### config.mk
export PLATFORM = sky130hd
export DESIGN_NAME = turn_signal_seq_flat
export DESIGN_NICKNAME = d
export VERILOG_FILES = /design/src/rtl/turn_signal_seq_if.sv /design/src/rtl/turn_signal_seq.sv /design/src/flat_wrapper.sv
export SDC_FILE = /design/constraint.sdc
export NUM_CORES = 1
export LEC_CHECK = 0
export ABC_AREA = 1
export BUFFER_PORTS_ARGS = -buffer_cell sky130_fd_sc_hd__buf_2
export CORE_MARGIN = 2
export CORE_UTILIZATION = 25
export CTS_BUF_LIST = sky130_fd_sc_hd__clkbuf_16
export CTS_CLUSTER_DIAMETER = 50
export DETAILED_ROUTE_END_ITERATION = 12
export MAX_ROUTING_LAYER = met4
export PLACE_DENSITY = 0.51
export RECOVER_POWER = 100
export SETUP_SLACK_MARGIN = 0.1
export SLEW_MARGIN = 20
export SYNTH_ARGS = -nofsm -noshare
export SYNTH_HDL_FRONTEND = slang
export SYNTH_SLANG_ARGS = --single-unit
### constraint.sdc
create_clock -name clk -period 1.6 [get_ports clk]
set_input_delay 0.32 -clock clk [delete_from_list [all_inputs] [get_ports clk]]
set_output_delay 0.32 -clock clk [all_outputs]
set_load 0.1 [all_outputs]
### src/rtl/turn_signal_seq_if.sv
`default_nettype none
// ============================================================================
//  Module      : turn_signal_seq_if
//  Description : Bundle of the driver-control requests and the lamp-drive
//                outputs of the turn-signal sequencer. The requester side
//                (master) drives the requests and observes the lamps. The
//                sequencer side (slave) consumes the requests and drives
//                the lamps.
//  Revision    : 1.0 - initial release
// ============================================================================
interface turn_signal_seq_if #(
    parameter int N_LAMPS = 3
);
    // Driver-control requests. All are level-sensitive.
    logic               left;
    logic               right;
    logic               hazard;

    // Lamp drive. Index 0 is the innermost lamp.
    logic [N_LAMPS-1:0] l_lamps;
    logic [N_LAMPS-1:0] r_lamps;
    logic               busy;

    modport master (
        output left,
        output right,
        output hazard,
        input  l_lamps,
        input  r_lamps,
        input  busy
    );

    modport slave (
        input  left,
        input  right,
        input  hazard,
        output l_lamps,
        output r_lamps,
        output busy
    );
endinterface
`default_nettype wire

### src/rtl/turn_signal_seq.sv
`default_nettype none
// ============================================================================
//  Module      : turn_signal_seq
//  Description : Parametrised tail-light sequencer. It runs an N-lamp
//                left/right sweep with a programmable step duration and a
//                hazard flash. Hazard has priority at acceptance and can
//                abort a sweep at a step boundary. Lamp outputs are
//                Moore-decoded from the registered mode and step.
//  Revision    : 1.0 - initial release
// ============================================================================
module turn_signal_seq #(
    parameter int N_LAMPS  = 3,     // lamps per side, >= 1
    parameter int TICK_DIV = 1      // clock cycles per animation step, >= 1
) (
    input  logic              clk,
    input  logic              reset,
    turn_signal_seq_if.slave  bus
);

    // ------------------------------------------------------------------
    // Derived widths and constants
    // ------------------------------------------------------------------
    localparam int c_STEP_W  = $clog2(N_LAMPS + 1);
    localparam int c_PRESC_W = (TICK_DIV > 1) ? $clog2(TICK_DIV) : 1;

    localparam logic [c_PRESC_W-1:0] c_PRESC_MAX = c_PRESC_W'(TICK_DIV - 1);
    localparam logic [c_PRESC_W-1:0] c_PRESC_ONE = c_PRESC_W'(1);
    localparam logic [c_STEP_W-1:0]  c_STEP_LAST = c_STEP_W'(N_LAMPS);
    localparam logic [c_STEP_W-1:0]  c_STEP_ONE  = c_STEP_W'(1);

    // ------------------------------------------------------------------
    // Mode encoding
    // ------------------------------------------------------------------
    typedef enum logic [1:0] {
        S_IDLE   = 2'd0,
        S_LEFT   = 2'd1,
        S_RIGHT  = 2'd2,
        S_HAZ_ON = 2'd3
    } mode_t;

    // ------------------------------------------------------------------
    // State and next-state signals
    // ------------------------------------------------------------------
    mode_t                 r_mode;
    mode_t                 w_mode_nxt;
    logic [c_STEP_W-1:0]   r_step;
    logic [c_STEP_W-1:0]   w_step_nxt;
    logic [c_PRESC_W-1:0]  r_presc;
    logic [c_PRESC_W-1:0]  w_presc_nxt;

    // The prescaler reaching its top value marks a step boundary in the
    // active modes. In IDLE it marks "dark gap has elapsed".
    logic                  w_boundary;

    // Thermometer mask of the lamps that are lit for the current step.
    logic [N_LAMPS-1:0]    w_step_mask;

    // Decoded lamp drive.
    logic [N_LAMPS-1:0]    w_l_lamps;
    logic [N_LAMPS-1:0]    w_r_lamps;

    assign w_boundary = (r_presc == c_PRESC_MAX);

    // State register. Reset parks the prescaler at its top value so that a
    // request can be taken on the very first edge after reset is released.
    always_ff @(posedge clk) begin
        if (reset) begin
            r_mode  <= S_IDLE;
            r_step  <= '0;
            r_presc <= c_PRESC_MAX;
        end else begin
            r_mode  <= w_mode_nxt;
            r_step  <= w_step_nxt;
            r_presc <= w_presc_nxt;
        end
    end

    // Next-state logic: request acceptance, step advance, abort and return to idle.
    always_comb begin
        w_mode_nxt  = r_mode;
        w_step_nxt  = r_step;
        w_presc_nxt = r_presc;

        case (r_mode)
            S_IDLE: begin
                if (w_boundary) begin
                    // Dark gap complete. Take the highest-priority request.
                    // With no request, the prescaler stays saturated.
                    if (bus.hazard || (bus.left && bus.right)) begin
                        w_mode_nxt  = S_HAZ_ON;
                        w_step_nxt  = '0;
                        w_presc_nxt = '0;
                    end else if (bus.left) begin
                        w_mode_nxt  = S_LEFT;
                        w_step_nxt  = c_STEP_ONE;
                        w_presc_nxt = '0;
                    end else if (bus.right) begin
                        w_mode_nxt  = S_RIGHT;
                        w_step_nxt  = c_STEP_ONE;
                        w_presc_nxt = '0;
                    end
                end else begin
                    w_presc_nxt = r_presc + c_PRESC_ONE;
                end
            end

            S_LEFT, S_RIGHT: begin
                if (w_boundary) begin
                    w_presc_nxt = '0;
                    // A hazard held at the boundary preempts the sweep.
                    // Requests seen between boundaries do nothing.
                    if (bus.hazard) begin
                        w_mode_nxt = S_HAZ_ON;
                        w_step_nxt = '0;
                    end else if (r_step < c_STEP_LAST) begin
                        w_step_nxt = r_step + c_STEP_ONE;
                    end else begin
                        w_mode_nxt = S_IDLE;
                        w_step_nxt = '0;
                    end
                end else begin
                    w_presc_nxt = r_presc + c_PRESC_ONE;
                end
            end

            S_HAZ_ON: begin
                // One on-phase only. The off-phase is the IDLE dark gap.
                // A held hazard is therefore re-accepted after TICK_DIV cycles.
                if (w_boundary) begin
                    w_mode_nxt  = S_IDLE;
                    w_step_nxt  = '0;
                    w_presc_nxt = '0;
                end else begin
                    w_presc_nxt = r_presc + c_PRESC_ONE;
                end
            end

            default: begin
                w_mode_nxt  = S_IDLE;
                w_step_nxt  = '0;
                w_presc_nxt = c_PRESC_MAX;
            end
        endcase
    end

    // Lamp i is lit while the step count exceeds its index.
    // This gives lamps[step-1:0] on and the upper lamps off.
    for (genvar gi = 0; gi < N_LAMPS; gi++) begin : g_step_mask
        localparam logic [c_STEP_W-1:0] c_IDX = c_STEP_W'(gi);
        assign w_step_mask[gi] = (r_step > c_IDX);
    end

    // Moore output decode from the registered mode and step only.
    always_comb begin
        w_l_lamps = '0;
        w_r_lamps = '0;
        case (r_mode)
            S_LEFT:   w_l_lamps = w_step_mask;
            S_RIGHT:  w_r_lamps = w_step_mask;
            S_HAZ_ON: begin
                w_l_lamps = '1;
                w_r_lamps = '1;
            end
            default: begin
                w_l_lamps = '0;
                w_r_lamps = '0;
            end
        endcase
    end

    assign bus.l_lamps = w_l_lamps;
    assign bus.r_lamps = w_r_lamps;
    assign bus.busy    = (r_mode != S_IDLE);

endmodule
`default_nettype wire

### src/flat_wrapper.sv
// flat-port wrapper written by rule: the top's interface ports become plain ports
module turn_signal_seq_flat 
#(
    parameter int N_LAMPS  = 3,                            
    parameter int TICK_DIV = 1                                              
)
  (clk, reset, bus_left, bus_right, bus_hazard, bus_l_lamps, bus_r_lamps, bus_busy);
  turn_signal_seq_if #(.N_LAMPS(N_LAMPS)) bus_i ();
  input  logic clk;
  input  logic reset;
  input wire logic [$bits(bus_i.left)-1:0] bus_left;
  input wire logic [$bits(bus_i.right)-1:0] bus_right;
  input wire logic [$bits(bus_i.hazard)-1:0] bus_hazard;
  output wire logic [$bits(bus_i.l_lamps)-1:0] bus_l_lamps;
  output wire logic [$bits(bus_i.r_lamps)-1:0] bus_r_lamps;
  output wire logic [$bits(bus_i.busy)-1:0] bus_busy;
  assign bus_i.left = bus_left;
  assign bus_i.right = bus_right;
  assign bus_i.hazard = bus_hazard;
  assign bus_l_lamps = bus_i.l_lamps;
  assign bus_r_lamps = bus_i.r_lamps;
  assign bus_busy = bus_i.busy;
  turn_signal_seq #(.N_LAMPS(N_LAMPS), .TICK_DIV(TICK_DIV)) u_core (.clk(clk), .reset(reset), .bus(bus_i));
endmodule
==> load_flow_metrics.sql, run 1 <==
INSERT INTO impl_metrics (metric_group, metric, value, unit) VALUES
('synth', 'synth.ff_latch_count', '4', ''),
('setup_path', 'worstPathArrival', '1.34', 'ns'),
('sta', 'finClkSkew', '0.000467', 'ns'),
('layout', 'antenna_cells_inserted', '0', ''),
('global_route', 'vias_in_the_first_global_route', '441', ''),
('synth', 'post_synth_main_area_contributors', 'ha_1 (25%), dfxtp_1 (18%), inv_1 (10%), nand2_1 (10%), o21ai_0 (7.9%)', ''),
('sta', 'timing.final.crit_period', '1.66', 'ns'),
('setup_path', 'crit_type', 'flop to primary output', ''),
('setup_path', 'cp-end-kind', 'primary output', ''),
('synth', 'synth.net_count', '79', ''),
('sta', 'setup-violations-final', '2', ''),
('global_route', 'global_route.overflow_total', '0', ''),
('synth', 'synth_edf_count', '0', ''),
('synth', 'yosys.area.top_type_share', '0.253', ''),
('global_route', 'globalRouteTotalUtil', '0.127', ''),
('placed_design', 'gpl.final_weighted_congestion', '0.815', ''),
('synth', 'synthesis.yosys.warnings', '0', ''),
('sta', 'min_period_over_period', '1.04', ''),
('routing', 'detail_route.wirelength', '1100', 'um'),
('clock_network', 'cts_num_sinks', '4', ''),
('routing', 'drtAntennaViolNets', '0', ''),
('routing', 'detail_route.iter0.violations', '6', ''),
('floorplan', 'floorplan.die.height', '46.2', 'um'),
('synth', 'synth_top_cell_by_area', 'ha_1', ''),
('sta', 'worst_pin_slew', '0.254', 'ns'),
('global_route', 'grt_start_max_net_pins', '7', ''),
('setup_path', 'critPathBufInv', '2', ''),
('placed_design', 'dp_hpwl', '758', 'um'),
('synth', 'post_synth_inst_count', '65', ''),
('synth', 'synth_ff_type', 'dfxtp_1', ''),
('layout', 'layout-area-overhead-vs-synth', '108', '%'),
('floorplan', 'initial_utilization', '0.261', ''),
('setup_path', 'critical_path.cell_chain', 'inv_4 > ha_4 > or2_4 > o21ai_4 > buf_12', ''),
('synth', 'post_synth_instance_area', '445', 'sq um'),
('sta', 'timing.max_slew.rel_slack', '0.830', ''),
('sta', 'rsz0062_at_grt', 'yes', ''),
('min_path', 'min-delay-path-class', 'primary input to flop', ''),
('floorplan', 'placeableCoreArea', '1710', 'sq um'),
('run', 'cap_violations', '0', ''),
('routing', 'avgViaCountPerCell', '4.18', ''),
('synth', 'netlist-cell-type-count', '14', ''),
('synth', 'seq_total_area_yosys', '0.180', ''),
('setup_path', 'startpoint_type', 'flop', ''),
('setup_path', 'critical-path-top-delay-family', 'flip-flops', ''),
('global_route', 'grt_antenna_before_repair', '0', ''),
('layout', 'fraction_of_final_layout_cells_sized_beyond_drive_strength_1', '0.651', ''),
('sta', 'max_freq', '0.603', 'GHz'),
('layout', 'layout_filler_cell_count', '159', ''),
('sta', 'hold_viol', '0', ''),
('routing', 'routed-via-count', '464', ''),
('setup_path', 'slowest_stage', 'dfxtp_2', ''),
('placed_design', 'buffer_ports.inserted', '11', ''),
('floorplan', 'fp.dieW', '46.2', 'um'),
('floorplan', 'placementRows', '15', ''),
('clock_network', 'clk_pin_slew_worst_paths', '0.03', 'ns'),
('layout', 'final_nets', '102', ''),
('routing', 'drt_pre_antenna_iters', '4', ''),
('floorplan', 'floorplan.io_pins', '12', ''),
('synth', 'synth-async-reset-ratio', '0', ''),
('sta', 'post-route-worst-setup-slack', '-0.0597', 'ns'),
('routing', 'routed_wire_per_std_cell', '9.92', 'um'),
('global_route', 'wire_length_of_the_first_global_routing_pass', '1760', 'um'),
('sta', 'maxSlewViolCount', '0', ''),
('clock_network', 'buffer_depth_of_the_longest_clock_path', '2', ''),
('placed_design', 'placement.setup.worst_slack', '0.146', 'ns'),
('floorplan', 'die_area', '2140', 'sq um'),
('routing', 'post-route-drc-count', '0', ''),
('setup_path', 'worst-endpoint-required', '1.28', 'ns'),
('synth', 'synth_common_cells', 'inv_1 (12), nand2_1 (12), ha_1 (9), nor2_1 (8), o21ai_0 (7)', ''),
('setup_path', 'worst-path-max-fanout', '3', ''),
('clock_network', 'root_buffer', 'clkbuf_16', ''),
('outcome', 'violations', 'setup timing', ''),
('setup_path', 'critPathMaxStageDelay', '0.34', 'ns'),
('clock_network', 'cts.htree.levels', '1', ''),
('outcome', 'outcome', 'finished with violations', ''),
('synth', 'syn_area_per_cell', '6.85', 'sq um'),
('sta', 'totalNegativeSetupSlack', '-0.117', 'ns'),
('clock_network', 'cts-buffers-inserted', '3', ''),
('clock_network', 'insertion_delay', '0.22', 'ns'),
('clock_network', 'tritoncts', 'yes', '');
[timing repair]
item                                    in CTS  in global routing
endpoints found under the hold margin        0                  0
pin swaps                                    3                  5
hold buffers                                 0                  0
buffers inserted                             5                  1
gates resized for setup                     21                  4
endpoints found under the setup margin       6                  8
[stage by stage]
stage / std cells / hold slack [ns] / util / cell area [sq um]
finish: 111 / 0.399 / 0.544 / 928
global route: 111 / 0.434 / 0.544 / 928
CTS: 110 / 0.381 / 0.554 / 946
detailed placement: 102 / 0.502 / 0.440 / 751
global placement: 102 / 0.483 / 0.440 / 751
floorplan: 65 / 0.474 / - / 552
[registers in the layout, summed over array words and instances (netlist names)]
name	count
u_core.r_mode	2
u_core.r_step	2
[final timing paths]
path / from / endpoint / slack, ns / depth (start not counted)
worst max-delay path: u_core.r_step[1] / bus_r_lamps[1] / -0.06 / 5
worst min-delay path: reset / u_core.r_step[1] / 0.40 / 4
worst max register to register: u_core.r_mode[0] / u_core.r_mode[1] / 0.06 / 10
worst min register to register: u_core.r_step[0] / u_core.r_step[0] / 0.58 / 2
[cells in the final DEF (no fill, tap or decap), types with 4 or more instances in the layout]
cell type  count
inv_4          6
buf_4          4
ha_4           6
nor2_1         8
buf_12         4
buf_2          4
o21ai_4        6
buf_6          4
nand2_1       13
[tightest hold or removal path, cell delays in order]
cell,delay [ns]
buf_2,0.07
inv_1,0.08
nand2_1,0.08
nor2_1,0.03
[metal layers]
metal / GRT usage / part of all wire / wire (um) / up-vias
li1: - / - / - / 243
met2: 0.233 / 0.59 / 649 / 12
met4: 0.0914 / 0 / 0 / 0
met1: 0.113 / 0.38 / 416 / 209
met3: 0.0235 / 0.032 / 35 / 0
met5: - / 0 / 0 / -
[logic make-up (layout without fill, tap and decap cells)]
kind of cell,after synthesis,in the layout,share of synthesized area
fa+ha+maj,9,9,0.253
flops,4,4,0.180
compound gates,9,9,0.110
buf+inv,12,33,0.101
simple gates,31,31,0.357
[layout make-up]
| type | instances | area [sq um] | share of cell area |
|---|---|---|---|
| well taps | 25 | 31.3 | 0.0337 |
| multi-input cells | 49 | 463 | 0.499 |
| flip-flops and latches | 4 | 90.1 | 0.0970 |
| repair buffers | 18 | 205 | 0.221 |
| clock buffers | 3 | 75.1 | 0.0809 |
| inverters | 12 | 63.8 | 0.0687 |
Power of run 1 is left out: the tool's default activity adds up to more than one toggle a clock period on the data nets, which glitch-free logic cannot reach.
==> inputs of run 2 (changes only) <==
Settings changed: BUFFER_PORTS_ARGS -buffer_cell sky130_fd_sc_hd__buf_2 to not set, DONT_BUFFER_PORTS set to 1, PLACE_DENSITY 0.51 to 0.45.
==> load_flow_metrics.sql, run 2 (synthesis gave the netlist of run 1 again) <==
INSERT INTO impl_metrics (metric_group, metric, value, unit) VALUES
('floorplan', 'floorplan.io_pins', '12', ''),
('floorplan', 'floorplan.die.height', '46.2', 'um'),
('floorplan', 'placementRows', '15', ''),
('global_route', 'global_route.overflow_total', '0', ''),
('global_route', 'globalRouteTotalUtil', '0.113', ''),
('floorplan', 'die_area', '2140', 'sq um'),
('sta', 'rsz0062_at_grt', 'yes', ''),
('routing', 'detail_route.iter0.violations', '1', ''),
('layout', 'final_nets', '96', ''),
('run', 'cap_violations', '0', ''),
('setup_path', 'worst-path-max-fanout', '3', ''),
('min_path', 'timing.hold.worst.start', 'reset', ''),
('layout', 'final_cells', '105', ''),
('clock_network', 'cts-buffers-inserted', '3', ''),
('sta', 'worst_pin_slew', '0.210', 'ns'),
('floorplan', 'initial_utilization', '0.261', ''),
('sta', 'max_freq', '0.609', 'GHz'),
('layout', 'layout_top_registers', 'u_core.r_mode (2), u_core.r_step (2)', ''),
('placed_design', 'dp_hpwl', '747', 'um'),
('clock_network', 'tritoncts', 'yes', ''),
('floorplan', 'fp.dieW', '46.2', 'um'),
('placed_design', 'placement.setup.worst_slack', '0.150', 'ns'),
('outcome', 'violations', 'setup timing', ''),
('layout', 'layout_common_cells', 'nand2_1 (12), nor2_1 (9), o21ai_4 (6), buf_12 (6), ha_4 (5)', ''),
('routing', 'routed-via-count', '431', ''),
('routing', 'post-route-drc-count', '0', ''),
('sta', 'fin_hold_ws', '0.295', 'ns'),
('layout', 'antenna_cells_inserted', '0', ''),
('sta', 'min_period_over_period', '1.03', ''),
('sta', 'timing.final.crit_period', '1.64', 'ns'),
('setup_path', 'critPathMaxStageDelay', '0.32', 'ns'),
('sta', 'timing.max_slew.rel_slack', '0.860', ''),
('global_route', 'vias_in_the_first_global_route', '377', ''),
('clock_network', 'cts_num_sinks', '4', ''),
('setup_path', 'crit_type', 'flop to primary output', ''),
('routing', 'avgViaCountPerCell', '4.10', ''),
('layout', 'layout-area-overhead-vs-synth', '98.6', '%'),
('routing', 'drt_pre_antenna_iters', '3', ''),
('clock_network', 'insertion_delay', '0.23', 'ns'),
('setup_path', 'startpoint_type', 'flop', ''),
('sta', 'maxSlewViolCount', '0', ''),
('setup_path', 'worstSetupStartpoint', 'u_core.r_step[1]', ''),
('setup_path', 'slowest_stage', 'dfxtp_2', ''),
('sta', 'post-route-worst-setup-slack', '-0.0429', 'ns'),
('sta', 'setup-violations-final', '4', ''),
('global_route', 'grt_antenna_before_repair', '0', ''),
('sta', 'totalNegativeSetupSlack', '-0.119', 'ns'),
('layout', 'most_common_cell_after_layout_fill_and_taps_aside', 'nand2_1', ''),
('setup_path', 'cp-end-kind', 'primary output', ''),
('routing', 'detail_route.wirelength', '966', 'um'),
('routing', 'drtAntennaViolNets', '0', ''),
('routing', 'routed_wire_per_std_cell', '9.20', 'um'),
('setup_path', 'critical_path.cell_chain', 'inv_2 > ha_4 > or2_4 > o21ai_4 > buf_12', ''),
('min_path', 'min-delay-path-class', 'primary input to flop', ''),
('clock_network', 'clk_pin_slew_worst_paths', '0.03', 'ns'),
('global_route', 'grt_start_max_net_pins', '7', ''),
('sta', 'hold_viol', '0', ''),
('clock_network', 'cts.htree.levels', '1', ''),
('placed_design', 'place_inst', '98', ''),
('placed_design', 'gpl.final_weighted_congestion', '0.800', ''),
('clock_network', 'buffer_depth_of_the_longest_clock_path', '2', ''),
('layout', 'fraction_of_final_layout_cells_sized_beyond_drive_strength_1', '0.588', ''),
('placed_design', 'buffer_ports.inserted', '0', ''),
('outcome', 'outcome', 'finished with violations', ''),
('setup_path', 'timing.rr.start', 'u_core.r_mode[0]', ''),
('clock_network', 'root_buffer', 'clkbuf_16', ''),
('setup_path', 'worstPathArrival', '1.32', 'ns'),
('floorplan', 'placeableCoreArea', '1710', 'sq um'),
('sta', 'finClkSkew', '0.000173', 'ns'),
('global_route', 'wire_length_of_the_first_global_routing_pass', '1510', 'um'),
('setup_path', 'worst-endpoint-required', '1.28', 'ns');
-- run 2: cell count changes in the layout (fill, tap and decap cells not counted), sizes merged --
cell / delta
buf: -7
clkbuf: +1
-- run 2: critical path: cells and delay by family, from the launching register on --
family	cells	cell delay [ns]
buffers and inverters	2	0.24
and+or+nand+nor	1	0.25
adders and majority gates	1	0.14
AOI/OAI and AO/OA	1	0.15
DFF	1	0.32
-- run 2: layout make-up --
cell class | instances | area (sq um)
Timing Repair Buffer | 12 | 176
Tap cell | 25 | 31.3
Clock buffer | 3 | 75.1
Multi-Input combinational cell | 49 | 448
Inverter | 12 | 66.3
Fill cell | 151 | 823
Sequential cell | 4 | 87.6
-- run 2: per-layer routing --
layer  share of wire  vias to the layer above  GRT usage
met3           0.039                        3     0.0275
met5               0                        -          -
met1            0.42                      182      0.114
met4           0.029                        0      0.120
li1                -                      232          -
met2            0.51                       14      0.169
-- run 2: path summary, 6_finish.rpt --
| check | end | slack [ns] | cells past startpoint |
|---|---|---|---|
| hold reg to reg | u_core.r_step[0] | 0.56 | 2 |
| hold / removal | u_core.r_step[1] | 0.29 | 3 |
| setup / recovery | bus_l_lamps[1] | -0.04 | 5 |
| setup reg to reg | u_core.r_mode[0] | 0.20 | 8 |
-- run 2: timing repair --
action	4_1_cts	5_1_grt
setup buffers	4	0
gates resized for setup	16	5
setup endpoints to repair	7	7
pin swaps	3	0
hold buffers	0	0
-- run 2: stage by stage --
step	util	instance area, sq um
after floorplan	-	552
after detailed placement	0.421	718
after global routing	0.518	885
after CTS	0.518	885
final	0.518	885
after global placement	0.421	718
Power of run 2 is left out for the same reason.
==> inputs of run 3 (changes only) <==
Settings changed: CELL_PAD_IN_SITES_DETAIL_PLACEMENT set to 1, CELL_PAD_IN_SITES_GLOBAL_PLACEMENT set to 2, PLACE_DENSITY 0.45 to 0.68.
==> load_flow_metrics.sql, run 3 (synthesis gave the netlist of run 1 again) <==
INSERT INTO impl_metrics (metric_group, metric, value, unit) VALUES
('run', 'cap_violations', '0', ''),
('outcome', 'violations', 'setup timing', ''),
('clock_network', 'tritoncts', 'yes', ''),
('setup_path', 'critPathMaxStageDelay', '0.35', 'ns'),
('routing', 'detail_route.iter0.violations', '4', ''),
('power_and_ir_drop', 'total_power', '2.31', 'mW'),
('setup_path', 'critical-path-top-delay-family', 'flip-flops', ''),
('routing', 'post-route-drc-count', '0', ''),
('floorplan', 'floorplan.io_pins', '12', ''),
('setup_path', 'startpoint_type', 'flop', ''),
('floorplan', 'placeableCoreArea', '1710', 'sq um'),
('global_route', 'global_route.overflow_total', '0', ''),
('floorplan', 'die_area', '2140', 'sq um'),
('global_route', 'wire_length_of_the_first_global_routing_pass', '2230', 'um'),
('sta', 'max_freq', '0.593', 'GHz'),
('routing', 'drtAntennaViolNets', '0', ''),
('routing', 'routed-via-count', '519', ''),
('clock_network', 'cts-hold-fix-buffers', '0', ''),
('setup_path', 'worstPathArrival', '1.37', 'ns'),
('sta', 'rsz0062_at_grt', 'yes', ''),
('sta', 'timing.final.crit_period', '1.69', 'ns'),
('clock_network', 'clk_pin_slew_worst_paths', '0.03', 'ns'),
('sta', 'maxSlewViolCount', '0', ''),
('clock_network', 'cts-buffers-inserted', '3', ''),
('floorplan', 'fp.dieW', '46.2', 'um'),
('setup_path', 'worst-path-max-fanout', '3', ''),
('sta', 'hold_viol', '0', ''),
('placed_design', 'placement.setup.worst_slack', '0.139', 'ns'),
('power_and_ir_drop', 'p_per_area', '2240', 'nW/um^2'),
('clock_network', 'cts_num_sinks', '4', ''),
('clock_network', 'root_buffer', 'clkbuf_16', ''),
('floorplan', 'floorplan.die.height', '46.2', 'um'),
('setup_path', 'slowest_stage', 'dfxtp_2', ''),
('floorplan', 'initial_utilization', '0.261', ''),
('min_path', 'min-delay-path-class', 'primary input to flop', ''),
('floorplan', 'placementRows', '15', ''),
('power_and_ir_drop', 'p_leak', '0.427', 'nW'),
('placed_design', 'buffer_ports.inserted', '0', ''),
('global_route', 'grt_antenna_before_repair', '0', ''),
('layout', 'antenna_cells_inserted', '0', ''),
('setup_path', 'worst-endpoint-required', '1.28', 'ns'),
('clock_network', 'buffer_depth_of_the_longest_clock_path', '2', ''),
('layout', 'final_nets', '105', ''),
('power_and_ir_drop', 'vdd_ir_drop_max', '1.52', 'mV'),
('setup_path', 'cp-end-kind', 'primary output', ''),
('setup_path', 'critical_path.cell_chain', 'inv_4 > ha_4 > or2_4 > o21ai_4 > buf_12', ''),
('setup_path', 'critPathBufInv', '2', ''),
('placed_design', 'gpl.final_weighted_congestion', '0.734', ''),
('sta', 'timing.max_slew.rel_slack', '0.865', ''),
('layout', 'finish.instance_area', '1030', 'sq um'),
('layout', 'fraction_of_final_layout_cells_sized_beyond_drive_strength_1', '0.719', ''),
('routing', 'detail_route.wirelength', '1540', 'um'),
('routing', 'routed_wire_per_std_cell', '13.5', 'um'),
('sta', 'setup-violations-final', '5', ''),
('setup_path', 'crit_type', 'flop to primary output', ''),
('global_route', 'vias_in_the_first_global_route', '501', ''),
('clock_network', 'cts.htree.levels', '1', ''),
('placed_design', 'dp_hpwl', '937', 'um'),
('outcome', 'outcome', 'finished with violations', ''),
('placed_design', 'post_place_cell_area', '718', 'sq um'),
('clock_network', 'insertion_delay', '0.22', 'ns'),
('layout', 'layout_top_registers', 'u_core.r_mode (2), u_core.r_step (2)', ''),
('sta', 'worst_pin_slew', '0.201', 'ns'),
('routing', 'avgViaCountPerCell', '4.55', ''),
('sta', 'min_period_over_period', '1.05', ''),
('layout', 'layout-area-overhead-vs-synth', '131', '%'),
('global_route', 'grt_start_max_net_pins', '7', ''),
('sta', 'post-route-worst-setup-slack', '-0.0867', 'ns'),
('routing', 'drt_pre_antenna_iters', '2', ''),
('layout', 'layout_common_cells', 'nand2_1 (8), nor2_1 (8), ha_4 (7), buf_12 (7), buf_4 (7)', ''),
('global_route', 'globalRouteTotalUtil', '0.159', ''),
('sta', 'finClkSkew', '0.00378', 'ns');
[run 3: cell count changes in the layout (fill, tap and decap cells not counted), sizes merged]
cell and change:
buf +10, clkbuf -1
[run 3: final timing paths]
check / start / to / slack (ns) / cells past startpoint
setup / recovery: u_core.r_step[1] / bus_r_lamps[1] / -0.09 / 5
hold / removal: reset / u_core.r_mode[1] / 0.33 / 3
setup reg to reg: u_core.r_mode[1] / u_core.r_mode[0] / 0 / 11
hold reg to reg: u_core.r_step[0] / u_core.r_step[0] / 0.56 / 2
[run 3: what timing repair did]
item | 4_1_cts | 5_1_grt
pin swaps | 6 | 7
resized for setup | 23 | 14
setup buffers | 8 | 5
setup endpoints to repair | 7 | 11
[run 3: cell type report]
class                           instances  area [sq um]
Tap cell                               25          31.3
Fill cell                             186           678
Multi-Input combinational cell         49           494
Clock buffer                            3          75.1
Inverter                               12          61.3
Sequential cell                         4          92.6
Timing Repair Buffer                   21           275
[run 3: metal layers]
metal / share of wire / wire [um] / global-route usage
met3: 0.036 / 55 / 0.0353
met5: 0 / 0 / -
met4: 0.052 / 80 / 0.109
met1: 0.36 / 547 / 0.140
met2: 0.56 / 852 / 0.294
[run 3: worst reg2reg max path, cell delays in order (launching register included)]
cell and delay (ns):
dfxtp_4 0.36, inv_4 0.08, buf_6 0.10, ha_4 0.13, clkinvlp_2 0.19, buf_6 0.18, nor2_4 0.09, nand2_4 0.09
nand2_4 0.10, nand2_2 0.05, nand2_2 0.06, nor2_2 0.04
[run 3: stage by stage]
step | cells | util | setup TNS, ns | hold slack, ns
2_1_floorplan | 65 | - | -0.144 | 0.474
5_1_grt | 114 | 0.603 | -0.825 | 0.344
3_3_place_gp | 98 | 0.421 | 0 | 0.483
4_1_cts | 109 | 0.553 | -0.118 | 0.308
3_5_place_dp | 98 | 0.421 | 0 | 0.498
6_report | 114 | 0.603 | -0.358 | 0.334
[run 3: power by group]
part,internal (mW),total (mW),switching [mW]
logic,0.696,1.69,0.994
clock network,0.319,0.391,0.0712
registers,0.154,0.227,0.0736
No activity file was read; power rests on OpenSTA's default activity.
